## src/rtl/ascon_pkg.sv

```systemverilog
// Shared Ascon accelerator types: 64-bit data word and AXI4-Stream TUSER payload.
package ascon_pkg;

  localparam int unsigned WORD_W = 64;

  typedef logic [WORD_W-1:0] ascon_word_t;

  typedef enum logic [1:0] {
    PKT_CT   = 2'd0,
    PKT_PT   = 2'd1,
    PKT_TAG  = 2'd2,
    PKT_HASH = 2'd3
  } pkt_class_e;

  typedef struct packed {
    pkt_class_e cls;
    logic [1:0] rsvd;
  } axi_tuser_t;

endpackage

```

## src/rtl/ascon_unpadder.sv

```systemverilog
// Output-side AXI4-Stream formatter: drops alignment fillers, masks invalid bytes with
// the recorded TKEEP and places TLAST on the last real word of each packet.
module ascon_unpadder
  import ascon_pkg::*;
(
  input  logic        clk,
  input  logic        rst,
  input  ascon_word_t c_tdata,
  input  logic [7:0]  c_tkeep,
  input  axi_tuser_t  c_tuser,
  input  logic        c_tlast,
  input  logic        c_tdrop,
  input  logic        c_tvalid,
  output logic        c_tready,
  output ascon_word_t m_axis_tdata,
  output logic [7:0]  m_axis_tkeep,
  output axi_tuser_t  m_axis_tuser,
  output logic        m_axis_tlast,
  output logic        m_axis_tvalid,
  input  logic        m_axis_tready,
  output logic [15:0] byte_count_o,
  output logic        pkt_done_o,
  output logic        err_o
);

  localparam int unsigned KEEP_W = 8;
  localparam int unsigned CNT_W  = 16;
  localparam int unsigned POP_W  = 4;

  typedef enum logic [1:0] {
    ST_EMPTY = 2'd0,
    ST_HOLD  = 2'd1,
    ST_FINAL = 2'd2
  } state_e;

  state_e state, state_nx;

  ascon_word_t       h_data;
  logic [KEEP_W-1:0] h_keep;
  axi_tuser_t        h_user;

  logic o_free;
  logic accept, real_acc, drop_acc;
  logic o_load, o_last_set;
  logic err_set;
  logic m_hs;
  logic restart;
  logic [POP_W-1:0] pop;
  logic [CNT_W:0]   sum;

  function automatic logic keep_ok(input logic [KEEP_W-1:0] k);
    logic ok;
    ok = 1'b0;
    case (k)
      8'h01, 8'h03, 8'h07, 8'h0F, 8'h1F, 8'h3F, 8'h7F, 8'hFF: ok = 1'b1;
      default: ok = 1'b0;
    endcase
    return ok;
  endfunction

  function automatic ascon_word_t mask_bytes(input ascon_word_t d, input logic [KEEP_W-1:0] k);
    ascon_word_t r;
    r = '0;
    for (int i = 0; i < int'(KEEP_W); i++) begin
      r[8*i +: 8] = k[i] ? d[8*i +: 8] : 8'h00;
    end
    return r;
  endfunction

  function automatic logic [POP_W-1:0] popcount(input logic [KEEP_W-1:0] k);
    logic [POP_W-1:0] c;
    c = '0;
    for (int i = 0; i < int'(KEEP_W); i++) begin
      c = c + POP_W'(k[i]);
    end
    return c;
  endfunction

  assign o_free   = !m_axis_tvalid || m_axis_tready;
  assign accept   = c_tvalid && c_tready;
  assign real_acc = accept && !c_tdrop;
  assign drop_acc = accept && c_tdrop;
  assign m_hs     = m_axis_tvalid && m_axis_tready;

  // State register
  always_ff @(posedge clk or negedge rst) begin
    if (!rst) state <= ST_EMPTY;
    else      state <= state_nx;
  end

  // Next-state logic
  always_comb begin
    state_nx = state;
    case (state)
      ST_EMPTY: begin
        if (real_acc) state_nx = c_tlast ? ST_FINAL : ST_HOLD;
      end
      ST_HOLD: begin
        if (drop_acc)      state_nx = ST_EMPTY;
        else if (real_acc) state_nx = c_tlast ? ST_FINAL : ST_HOLD;
      end
      ST_FINAL: begin
        if (o_free) state_nx = ST_EMPTY;
      end
      default: state_nx = ST_EMPTY;
    endcase
  end

  // Upstream ready and H->O transfer control; ready is held low throughout reset
  always_comb begin
    c_tready   = 1'b0;
    o_load     = 1'b0;
    o_last_set = 1'b0;
    case (state)
      ST_EMPTY: c_tready = 1'b1;
      ST_HOLD: begin
        c_tready   = o_free;
        o_load     = c_tvalid && o_free;
        o_last_set = c_tdrop;
      end
      ST_FINAL: begin
        o_load     = o_free;
        o_last_set = 1'b1;
      end
      default: c_tready = 1'b0;
    endcase
    if (!rst) c_tready = 1'b0;
  end

  assign err_set = (real_acc && !keep_ok(c_tkeep))
                || (o_load && !o_last_set && (h_keep != 8'hFF))
                || (drop_acc && (state == ST_EMPTY))
                || (drop_acc && !c_tlast);

  // Hold register: the newest real word, waiting to learn whether it ends the packet
  always_ff @(posedge clk or negedge rst) begin
    if (!rst) begin
      h_data <= '0;
      h_keep <= '0;
      h_user <= '0;
    end else if (real_acc) begin
      h_data <= c_tdata;
      h_keep <= c_tkeep;
      h_user <= c_tuser;
    end
  end

  // Output register; o_load only fires when O is free, so AXI stability holds
  always_ff @(posedge clk or negedge rst) begin
    if (!rst) begin
      m_axis_tdata  <= '0;
      m_axis_tkeep  <= '0;
      m_axis_tuser  <= '0;
      m_axis_tlast  <= 1'b0;
      m_axis_tvalid <= 1'b0;
    end else if (o_load) begin
      m_axis_tdata  <= mask_bytes(h_data, h_keep);
      m_axis_tkeep  <= h_keep;
      m_axis_tuser  <= h_user;
      m_axis_tlast  <= o_last_set;
      m_axis_tvalid <= 1'b1;
    end else if (m_axis_tready) begin
      m_axis_tvalid <= 1'b0;
    end
  end

  assign pop = popcount(m_axis_tkeep);
  assign sum = (CNT_W+1)'(byte_count_o) + (CNT_W+1)'(pop);

  // Per-packet byte counter; the first handshake after a tlast restarts it
  always_ff @(posedge clk or negedge rst) begin
    if (!rst) begin
      byte_count_o <= '0;
      restart      <= 1'b1;
      pkt_done_o   <= 1'b0;
    end else begin
      pkt_done_o <= m_hs && m_axis_tlast;
      if (m_hs) begin
        if (restart)     byte_count_o <= CNT_W'(pop);
        else if (sum[CNT_W]) byte_count_o <= '1;
        else             byte_count_o <= sum[CNT_W-1:0];
        restart <= m_axis_tlast;
      end
    end
  end

  // Sticky protocol error
  always_ff @(posedge clk or negedge rst) begin
    if (!rst)         err_o <= 1'b0;
    else if (err_set) err_o <= 1'b1;
  end

endmodule

```

## config.mk

```make
export PLATFORM = sky130hd
export DESIGN_NAME = ascon_unpadder
export DESIGN_NICKNAME = d
export VERILOG_FILES = /design/src/rtl/ascon_pkg.sv /design/src/rtl/ascon_unpadder.sv
export SDC_FILE = /design/constraint.sdc
export NUM_CORES = 1
export LEC_CHECK = 0
export BUFFER_PORTS_ARGS = -buffer_cell sky130_fd_sc_hd__buf_2
export CELL_PAD_IN_SITES_DETAIL_PLACEMENT = 0
export CELL_PAD_IN_SITES_GLOBAL_PLACEMENT = 2
export CORE_ASPECT_RATIO = 0.8
export CORE_MARGIN = 2
export CORE_UTILIZATION = 37
export DETAILED_ROUTE_END_ITERATION = 8
export HOLD_SLACK_MARGIN = 0.05
export PLACE_DENSITY = 0.95
export SETUP_SLACK_MARGIN = 0.1
export SYNTH_ARGS = -nofsm -noshare
export SYNTH_HDL_FRONTEND = slang
export SYNTH_SLANG_ARGS = --single-unit
```

## constraint.sdc

```tcl
create_clock -name clk -period 6.9 [get_ports clk]
set_input_delay 0.345 -clock clk [delete_from_list [all_inputs] [get_ports clk]]
set_output_delay 0.345 -clock clk [all_outputs]
set_load 0.02 [all_outputs]
```

==> results by stage, run 1 <==
Global routing:
- The number of antenna violations at the first check in global routing is 5.
- The first global-routing pass estimated 27730 um of wire.
- The maximum number of pins on one net before global-route repair is 98.
- The met1 track demand over resource in global routing is 22.20%.
- The number of global-route vias before repair came to 5187.
- Global routing consumed, on the met3 layer, 7.008% of the routing resources.
- The met2 track demand over resource is 25.52%.
- The most heavily used metal layer in global routing is met2.
- The total overflow left after global routing is 0.
- The all-layer global routing usage is 16.69%.

Clock tree:
- No sink is reached through more buffers than the 2 on the longest clock path.
- CTS built an H-tree with a depth of 4.
- The number of cells upsized or downsized after cts is 0.
- The number of sinks driven by the clock tree is 175.
- Clock-pin slew was measured on the worst setup and hold paths at 0.07 ns.
- The buffer count from post-CTS setup fixing is 0.
- The number of hold buffers added after CTS was 1.
- The clock reaches the later pin of the worst-skew pair after 0.42 ns.
- Clock tree synthesis selected as its root buffer the cell sky130_fd_sc_hd__clkbuf_16.
- Clock tree synthesis inserted a total of 17 buffers.
- TritonCTS built the clock tree.

Cells and area:
- The post-route netlist has 36.13% of its cells at a drive strength greater than 1.
- In the layout the commonest cells are 177 x sky130_fd_sc_hd__buf_2, 174 x sky130_fd_sc_hd__dfrtp_1, 139 x sky130_fd_sc_hd__nand2_1.
- The final instance area is 9188 um2.
- The final layout net count is 917.
- The leading cell type in the layout, fill and taps excluded is sky130_fd_sc_hd__buf_2.
- Compared with the post-synthesis result, the final layout area differs by 23.25%.
- The number of non-filler instances in the completed layout is 1099.

Power:
- The share of power burned in combinational logic is 36.2%.
- The part of the power in the clock network is 23.8%.
- The share of total power dissipated in sequential elements is 40.0%.
- The analysis attributes to cell leakage a power of 4.523 nW.
- Summing internal, switching and leakage power gives 4.304 mW.
- The analysis attributes to net switching a power of 1.582 mW.
- Dividing total power by cell area gives a power density of 468.4 nW/um2.
- The share of total power consumed by net switching is 36.76%.
- Cell internal power was estimated by the tool at 2.722 mW.
- IR analysis of the VDD net gives a maximum drop of 0.2021 mV.

Yosys:
- The number of instances in the synthesized netlist is 652.
- After synthesis the netlist holds a flip-flop and latch count of 175.
- The post-synthesis instance area is 7455 um2.
- Counting every net in the synthesized netlist gives 749.
- After synthesis, the cell types taking the most area are sky130_fd_sc_hd__dfrtp_1 58%, sky130_fd_sc_hd__mux2_2 12%, sky130_fd_sc_hd__nand2_1 7.0%, sky130_fd_sc_hd__o21ai_0 4.8%, sky130_fd_sc_hd__ha_1 1.7%.
- The fraction of the yosys area taken by sequential cells is 58.76%.
- The top-area cell type share of the netlist area is 58.41%.
- Each instance of the synthesized netlist takes up on average 11.43 um2.
- The number of warnings printed during yosys synthesis is 0.
- The fraction of registers with async set/reset is 100.0%.
- Of all cell types, the one taking the most synthesized area is sky130_fd_sc_hd__dfrtp_1.
- The synthesized design contains 0 enable-type register cells.
- The most used flip-flop cell after synthesis is sky130_fd_sc_hd__dfrtp_1.
- The number of different library cells in the post-synthesis netlist is 50.

Run status:
- The flow ran to the end, and the final reports show no timing, DRC or antenna violations.

Worst setup path:
- The family with the most delay on the worst path is adder cells.
- The cell with the most instances on the worst path is sky130_fd_sc_hd__fa_1.
- The top fanout value on the critical path is 11.
- Traced cell by cell, the critical path runs through inv_1, fa_1, fa_1, fa_1, inv_1, ha_1, inv_1, fa_1, fa_1, nor2b_1, o31a_1, nand3_1, a311oi_1, a221o_1.
- The critical path buffer and inverter count is 3.
- The worst setup path is launched from a register.
- STA classifies the critical path endpoint as a register.
- Data arrives at the worst endpoint at 4.79 ns.
- On the worst path, the slowest cell contributes a delay of 0.55 ns.
- The required time reported for the critical path endpoint is 7.26 ns.
- The critical setup path kind is register to register.
- On the critical path, the stage with the largest delay is an instance of sky130_fd_sc_hd__fa_1.

Floorplan:
- The floorplan step defined a die boundary enclosing 21310 um2.
- The placeable core area is 19800 um2.
- The floorplan row count is 46.
- From bottom edge to top edge, the die measures 131.0 um.
- The I/O pin count is 179.
- In this run the horizontal extent of the chip is 162.7 um.
- The effective utilization at floorplan is 37.65%.

STA:
- Setup total negative slack on the finished layout was measured at 0 ns.
- The hold slack is 0.1486 ns.
- The measured slew at the worst slew-check pin is 0.9110 ns.
- Setup violations remaining at the end of the flow were counted as 0.
- The post-route fraction of the period consumed by the critical path is 64.25%.
- In this run the tightest slew margin relative to its limit is 39.26%.
- For the final database, setup skew stands at 0.01058 ns.
- Setup repair after global routing left no endpoint under its margin.
- Subtracting the final worst setup slack from the clock period gives 4.434 ns.
- The number of hold violations in the final report is 0.
- Static timing analysis puts the maximum clock frequency at 0.2256 GHz.
- The max-slew violation count is 0.

Routing:
- The remaining antenna violation count after routing is 0.
- The detailed-route DRC error count is 0.
- The detailed-route wire length is 17060 um.
- In this run, the number of DRC markers left after iteration 0 of detailed routing was 266.
- The detail-routed via count per cell is 4.804.
- The detailed router placed 5280 vias in this run.
- Dividing the detail-routed wire length by the instance count gives 15.52 um.
- The total iterations of the first detailed-routing run is 5.

Hold path:
- The class of the tightest hold or removal check is primary input to register.

Placed design:
- In this run the tool buffered the top-level ports with 178 buffer cells.
- The detailed-placement wirelength estimate is 11710 um.
- In this run the cell area measured after placement is 8538 um2.
- Once placement completed, the tool counted placed cells totaling 1064.
- At the end of routability-driven placement, the weighted congestion stood at 0.7671.

Flow run:
- The max-capacitance violation count is 0.
-- cells in the mapped netlist (2+ instances only) --
| cell | instances |
|---|---|
| sky130_fd_sc_hd__nand4_1 | 4 |
| sky130_fd_sc_hd__nor2b_1 | 4 |
| sky130_fd_sc_hd__o21ai_0 | 72 |
| sky130_fd_sc_hd__clkbuf_1 | 25 |
| sky130_fd_sc_hd__mux2_2 | 81 |
| sky130_fd_sc_hd__buf_6 | 8 |
| sky130_fd_sc_hd__buf_2 | 2 |
| sky130_fd_sc_hd__ha_1 | 10 |
| sky130_fd_sc_hd__nor3_1 | 4 |
| sky130_fd_sc_hd__a22o_1 | 2 |
| sky130_fd_sc_hd__o21a_1 | 2 |
| sky130_fd_sc_hd__nand2_1 | 139 |
| sky130_fd_sc_hd__nor2_1 | 10 |
| sky130_fd_sc_hd__a31oi_1 | 5 |
| sky130_fd_sc_hd__inv_1 | 25 |
| sky130_fd_sc_hd__a21oi_1 | 16 |
| sky130_fd_sc_hd__nor4_1 | 2 |
| sky130_fd_sc_hd__nand3b_1 | 3 |
| sky130_fd_sc_hd__xor2_1 | 2 |
| sky130_fd_sc_hd__a311oi_1 | 4 |
| sky130_fd_sc_hd__nand3_1 | 7 |
| sky130_fd_sc_hd__dfrtp_1 | 174 |
| sky130_fd_sc_hd__a21o_1 | 6 |
| sky130_fd_sc_hd__and4_1 | 3 |
| sky130_fd_sc_hd__and3_1 | 7 |
| sky130_fd_sc_hd__fa_1 | 5 |
| sky130_fd_sc_hd__mux2_1 | 7 |
-- final timing paths --
kind,startpoint,end,slack (ns),cells after the start
setup / recovery,m_axis_tkeep[0],byte_count_o[11],2.47,14
hold / removal,c_tdata[62],h_data[62],0.15,2
setup reg to reg,m_axis_tkeep[0],byte_count_o[11],2.47,14
hold reg to reg,m_axis_tdata[35],m_axis_tdata[35],0.47,2
max in group asynchronous,rst,byte_count_o[0],5.10,3
min in group asynchronous,rst,byte_count_o[12],0.48,2
-- cell type report --
cell class              count  area (um2)
multi-input cells         416        2795
well taps                 264       330.3
clock inverters            11       153.9
diodes                      2       5.005
clock buffers              21       480.5
fillers                  1938       10610
repair buffers            184       944.7
flip-flops and latches    175        4380
inverters                  26       97.59
-- flip-flops by register name, indices dropped and copies added (netlist names) --
signal         cells
h_data            64
m_axis_tdata      64
byte_count_o      16
h_keep             8
m_axis_tkeep       8
h_user             4
m_axis_tuser       4
state              2
err_o              1
m_axis_tlast       1
m_axis_tvalid      1
pkt_done_o         1
restart            1
-- routing by layer --
layer	part of all wire, %	wire (um)	vias to the layer above
li1	-	-	2577
met5	0.24	41	-
met1	46	7921	2533
met4	0.91	156	6
met2	44	7575	144
met3	8.0	1365	20
-- logic make-up (layout without fill, tap and decap cells) --
| family | Yosys count | in the layout | synth area share, % |
|---|---|---|---|
| fa+ha+maj | 15 | 15 | 3.021 |
| compound gates | 120 | 120 | 9.349 |
| buf+inv | 61 | 242 | 3.911 |
| other cells | 0 | 2 | 0 |
| flops | 175 | 175 | 58.76 |
| simple gates | 189 | 189 | 11.18 |
| mux | 89 | 89 | 13.43 |
| xor+xnor | 3 | 3 | 0.3525 |
-- stage by stage --
stage / utilization (%) / setup slack [ns]
detailed placement: 43.12 / 2.493
global placement: 43.12 / 2.558
CTS: 46.38 / 2.471
global route: 46.38 / 2.267
finish: 46.40 / 2.466
floorplan: - / 2.760
-- power groups by stage --
stage | clock network (mW) | registers (mW) | logic, mW
global placement | 0 | 1.73 | 1.55
floorplan | 0 | 1.83 | 1.01
CTS | 1.06 | 1.73 | 1.58
detailed placement | 0 | 1.75 | 1.58
finish | 1.03 | 1.72 | 1.56
global route | 1.10 | 1.79 | 1.77
(Power assumes the default switching activity.)
==> run 2: changes to the inputs <==
--- a/config.mk
+++ b/config.mk
@@ -5,15 +5,16 @@
 export SDC_FILE = /design/constraint.sdc
 export NUM_CORES = 1
 export LEC_CHECK = 0
+export ABC_AREA = 1
 export BUFFER_PORTS_ARGS = -buffer_cell sky130_fd_sc_hd__buf_2
 export CELL_PAD_IN_SITES_DETAIL_PLACEMENT = 0
 export CELL_PAD_IN_SITES_GLOBAL_PLACEMENT = 2
 export CORE_ASPECT_RATIO = 0.8
 export CORE_MARGIN = 2
-export CORE_UTILIZATION = 37
+export CORE_UTILIZATION = 29
 export DETAILED_ROUTE_END_ITERATION = 8
 export HOLD_SLACK_MARGIN = 0.05
-export PLACE_DENSITY = 0.95
+export PLACE_DENSITY = 0.87
 export SETUP_SLACK_MARGIN = 0.1
 export SYNTH_ARGS = -nofsm -noshare
 export SYNTH_HDL_FRONTEND = slang
==> constraint.sdc (replaced) <==
create_clock -name clk -period 4.01 [get_ports clk]
set_input_delay 0.2005 -clock clk [delete_from_list [all_inputs] [get_ports clk]]
set_output_delay 0.2005 -clock clk [all_outputs]
set_load 0.02 [all_outputs]
==> results by stage, run 2 <==
Clock tree:
- The library cell used as clock root buffer is sky130_fd_sc_hd__clkbuf_16 (unchanged).
- The CTS tree is built (unchanged).
- The clock-pin slew reported for the worst setup and hold paths after clock tree synthesis is 0.08 ns (was 0.07 ns).
- The maximum level of the CTS H-tree is 4 (unchanged).
- The number of buffers created by CTS was 17 (unchanged).
- The source-to-sink clock delay at the later pin of the worst-skew pair came to 0.44 ns (was 0.42 ns).
- The number of buffers on the longest clock path was 2 (unchanged).
- The number of sinks driven by the clock tree is 175 (unchanged).

Global routing:
- The first-pass GRT wire length is 33810 um (was 27730 um).
- The maximum number of pins on one net before global-route repair came to 176 (was 98).
- The number of antenna violations at the first check in global routing is 1 (was 5).
- The all-layer global routing usage is 15.93% (was 16.69%).
- The total congestion overflow after global routing is 0 (unchanged).
- The number of global-route vias before repair is 6441 (was 5187).

Worst setup path:
- The origin of the worst setup path is m_axis_tkeep[1] (was m_axis_tkeep[0]).
- The slowest cell on the critical path was sky130_fd_sc_hd__fa_1 (unchanged).
- Crit-path cells: inv_2, fa_1, fa_1, fa_1, inv_1, ha_2, inv_2, fa_2, xor2_2, inv_2, ha_4, nand2_4, o21ai_4, buf_6, xor2_1, nand2_1, nand2_1, o21ai_1 (was inv_1, fa_1, fa_1, fa_1, inv_1, ha_1, inv_1, fa_1, fa_1, nor2b_1, o31a_1, nand3_1, a311oi_1, a221o_1).
- The top fanout value on the critical path was 5 (was 11).
- The critical path capture point type is a register (unchanged).
- The delay of the slowest cell on the worst path is 0.51 ns (was 0.55 ns).
- The critical setup path kind is register to register (unchanged).
- The origin of the critical flop-to-flop path is m_axis_tkeep[1] (was m_axis_tkeep[0]).
- The required time reported for the critical path endpoint was 4.32 ns (was 7.26 ns).
- The count of cells along the worst register-to-register path is 18 (was 14).
- The category of the worst setup path launch point is a register (unchanged).
- The endpoint arrival time on the critical path was 4.17 ns (was 4.79 ns).

Power:
- The share of total power consumed by net switching came to 40.48% (was 36.76%).
- The total power is 8.092 mW (was 4.304 mW).
- The share of power burned in combinational logic came to 45.6% (was 36.2%).
- The internal power is 4.816 mW (was 2.722 mW).
- The part of the power in the clock network is 20.2% (was 23.8%).
- The worst ir drop on vdd is 0.4994 mV (was 0.2021 mV).
- The leakage power total is 5.291 nW (was 4.523 nW).
- The sequential power share is 34.2% (was 40.0%).
- The areal power density over the cells is 788.0 nW/um2 (was 468.4 nW/um2).
- The net switching power is 3.276 mW (was 1.582 mW).

Floorplan:
- The placeable core area is 25370 um2 (was 19800 um2).
- The floorplan row count is 52 (was 46).
- The die footprint is 27200 um2 (was 21310 um2).
- The effective utilization at floorplan is 29.59% (was 37.65%).
- The die width is 183.9 um (was 162.7 um).
- The vertical extent of the die is 147.9 um (was 131.0 um).
- The I/O pin count is 179 (unchanged).

Yosys:
- The most used flip-flop cell after synthesis is sky130_fd_sc_hd__dfrtp_1 (unchanged).
- The post-synth net total was 933 (was 749).
- Top area cells in the synthesized netlist: sky130_fd_sc_hd__dfrtp_1 58%, sky130_fd_sc_hd__nand2_1 12%, sky130_fd_sc_hd__o21ai_0 9.9%, sky130_fd_sc_hd__inv_1 6.1%, sky130_fd_sc_hd__nand3_1 1.9% (was sky130_fd_sc_hd__dfrtp_1 58%, sky130_fd_sc_hd__mux2_2 12%, sky130_fd_sc_hd__nand2_1 7.0%, sky130_fd_sc_hd__o21ai_0 4.8%, sky130_fd_sc_hd__ha_1 1.7%).
- The mean cell area of the mapped netlist came to 8.981 um2 (was 11.43 um2).
- The number of warnings printed during yosys synthesis is 0 (unchanged).
- The number of instances in the synthesized netlist is 836 (was 652).
- The fraction of the yosys area taken by sequential cells is 58.34% (was 58.76%).
- The post-synthesis instance area is 7508 um2 (was 7455 um2).
- The top-area cell type share of the netlist area is 57.99% (was 58.41%).
- The number of different library cells in the post-synthesis netlist is 31 (was 50).
- The number of synthesized flops with an enable pin came to 0 (unchanged).
- Commonest cells in the netlist: 250 x sky130_fd_sc_hd__nand2_1, 174 x sky130_fd_sc_hd__dfrtp_1, 149 x sky130_fd_sc_hd__o21ai_0 (was 174 x sky130_fd_sc_hd__dfrtp_1, 139 x sky130_fd_sc_hd__nand2_1, 81 x sky130_fd_sc_hd__mux2_2).
- The fraction of registers with async set/reset was 100.0% (unchanged).
- The largest area contributor in the synthesized netlist is sky130_fd_sc_hd__dfrtp_1 (unchanged).
- The number of synthesized register bits came to 175 (unchanged).
- The most common cell in the netlist is sky130_fd_sc_hd__nand2_1 (was sky130_fd_sc_hd__dfrtp_1).

Routing:
- The per-cell routed wire length came to 14.31 um (was 15.52 um).
- The violation count after the first detailed-routing iteration came to 381 (was 266).
- The detailed-route DRC error count was 0 (unchanged).
- The detail-routed via count per cell was 4.387 (was 4.804).
- The vias after detailed routing came to 6300 (was 5280).
- The total iterations of the first detailed-routing run is 4 (was 5).
- The detailed-route wire length is 20540 um (was 17060 um).
- The remaining antenna violation count after routing is 0 (unchanged).

Cells and area:
- The utilization after layout is 40.47% (was 46.40%).
- The final instance area is 10270 um2 (was 9188 um2).
- The leading cell type in the layout, fill and taps excluded is sky130_fd_sc_hd__nand2_1 (was sky130_fd_sc_hd__buf_2).
- The sequential cell area in the final layout is 4383 um2 (was 4380 um2).
- The share of layout cells above drive strength 1 is 24.46% (was 36.13%).
- Regs by FF count: h_data (64), m_axis_tdata (64), byte_count_o (16) (unchanged).
- Commonest cells after routing, fill and taps aside: 240 x sky130_fd_sc_hd__nand2_1, 177 x sky130_fd_sc_hd__buf_2, 172 x sky130_fd_sc_hd__dfrtp_1 (was 177 x sky130_fd_sc_hd__buf_2, 174 x sky130_fd_sc_hd__dfrtp_1, 139 x sky130_fd_sc_hd__nand2_1).
- The combined area of the multi-input logic cells is 2605 um2 (was 2795 um2).
- The final layout net count is 1196 (was 917).
- The signed area change from the synthesized netlist to the final layout was 36.78% (was 23.25%).
- The count of inserted antenna diode cells was 0 (was 2).
- The number of filler cells placed in the layout is 2609 (was 1938).

STA:
- The highest achievable clock rate is 0.2588 GHz (was 0.2256 GHz).
- The hold slack is 0.09038 ns (was 0.1486 ns).
- The number of hold violations in the final report was 0 (unchanged).
- The summed negative setup slack over all endpoints is 0 ns (unchanged).
- The number of setup violations in the final report was 0 (unchanged).
- The worst setup skew after layout was 0.01071 ns (was 0.01058 ns).
- The relative max-transition margin came to 33.22% (was 39.26%).
- The measured slew at the worst slew-check pin is 0.9980 ns (was 0.9110 ns).
- Unrepaired setup endpoints after global routing: yes (was no).
- The post-route fraction of the period consumed by the critical path came to 96.38% (was 64.25%).
- The max-slew violation count came to 0 (unchanged).
- The post-layout minimum cycle time is 3.865 ns (was 4.434 ns).

Hold path:
- The count of cells along the worst hold path is 4 (was 2).
- The class of the tightest hold or removal check is primary input to register (unchanged).
- The launch point of the worst hold path is c_tlast (was c_tdata[62]).

Placed design:
- The number of port buffers is 178 (unchanged).
- The area after detailed placement came to 8726 um2 (was 8538 um2).
- The final weighted congestion in routability-driven placement was 0.7711 (was 0.7671).
- The detailed-placement wirelength estimate is 13330 um (was 11710 um).

Run status:
- Result of the run: finished clean (unchanged).

Flow run:
- The max-capacitance violation count is 0 (unchanged).
[run 2: cell type report]
class / instances / area share, %
Sequential cell: 175 / 42.68
Multi-Input combinational cell: 510 / 25.37
Timing Repair Buffer: 271 / 17.90
Inverter: 124 / 4.557
Clock buffer: 17 / 4.142
Tap cell: 324 / 3.947
Clock inverter: 15 / 1.413
[run 2: worst paths after layout]
| kind | endpoint | slack, ns |
|---|---|---|
| worst min-delay path | state[0] | 0.09 |
| max in group asynchronous | m_axis_tkeep[1] | 2.68 |
| min in group asynchronous | m_axis_tdata[45] | 0.49 |
| worst max register to register | byte_count_o[4] | 0.15 |
| worst min register to register | m_axis_tdata[20] | 0.48 |
| worst max-delay path | byte_count_o[4] | 0.15 |
[run 2: worst max-delay path: cells and delay by family, from the launching register on]
kind	cells	cell delay, ns
xor gates and xnor gates	2	0.31
buffers and inverters	5	0.37
DFF	1	0.40
and+or+nand+nor	3	0.19
AOI/OAI and AO/OA	2	0.27
adders and majority gates	6	2.20
[run 2: kinds of logic after synthesis]
group | count (synthesis) | synth area share (%)
simple gates | 312 | 16.96
compound gates | 179 | 12.30
flops | 175 | 58.34
buf+inv | 151 | 8.932
fa+ha+maj | 15 | 3.000
xor+xnor | 4 | 0.4667
[run 2: power groups by stage]
| stage | registers [mW] | logic, mW | clock network [mW] |
|---|---|---|---|
| finish | 2.77 | 3.69 | 1.64 |
| global route | 2.85 | 4.14 | 1.76 |
| CTS | 2.76 | 3.16 | 1.70 |
| detailed placement | 2.79 | 3.00 | 0 |
| global placement | 2.78 | 2.95 | 0 |
| floorplan | 3.09 | 1.67 | 0 |
[run 2: layer usage]
| metal | routed length, um | GRT usage, % | part of all wire (%) |
|---|---|---|---|
| met5 | 13 | 0 | 0.063 |
| met3 | 1110 | 5.519 | 5.4 |
| met2 | 9187 | 24.32 | 45 |
| met4 | 187 | 3.600 | 0.91 |
| met1 | 10040 | 21.83 | 49 |
[run 2: timing repair]
| item | in CTS | in global routing |
|---|---|---|
| hold buffers | 78 | 0 |
| resized for setup | 10 | 42 |
| pin swaps | 1 | 12 |
| endpoints found under the hold margin | 123 | 0 |
| setup endpoints to repair | 15 | 16 |
| buffers inserted | 0 | 4 |
[run 2: per-stage QoR]
stage / instances / worst slack (ns)
2_1_floorplan: 836 / 0.1109
3_3_place_gp: 1322 / 0.01558
3_5_place_dp: 1322 / -0.01479
4_1_cts: 1432 / 0.1042
5_1_grt: 1436 / -0.07041
6_report: 1436 / 0.1453
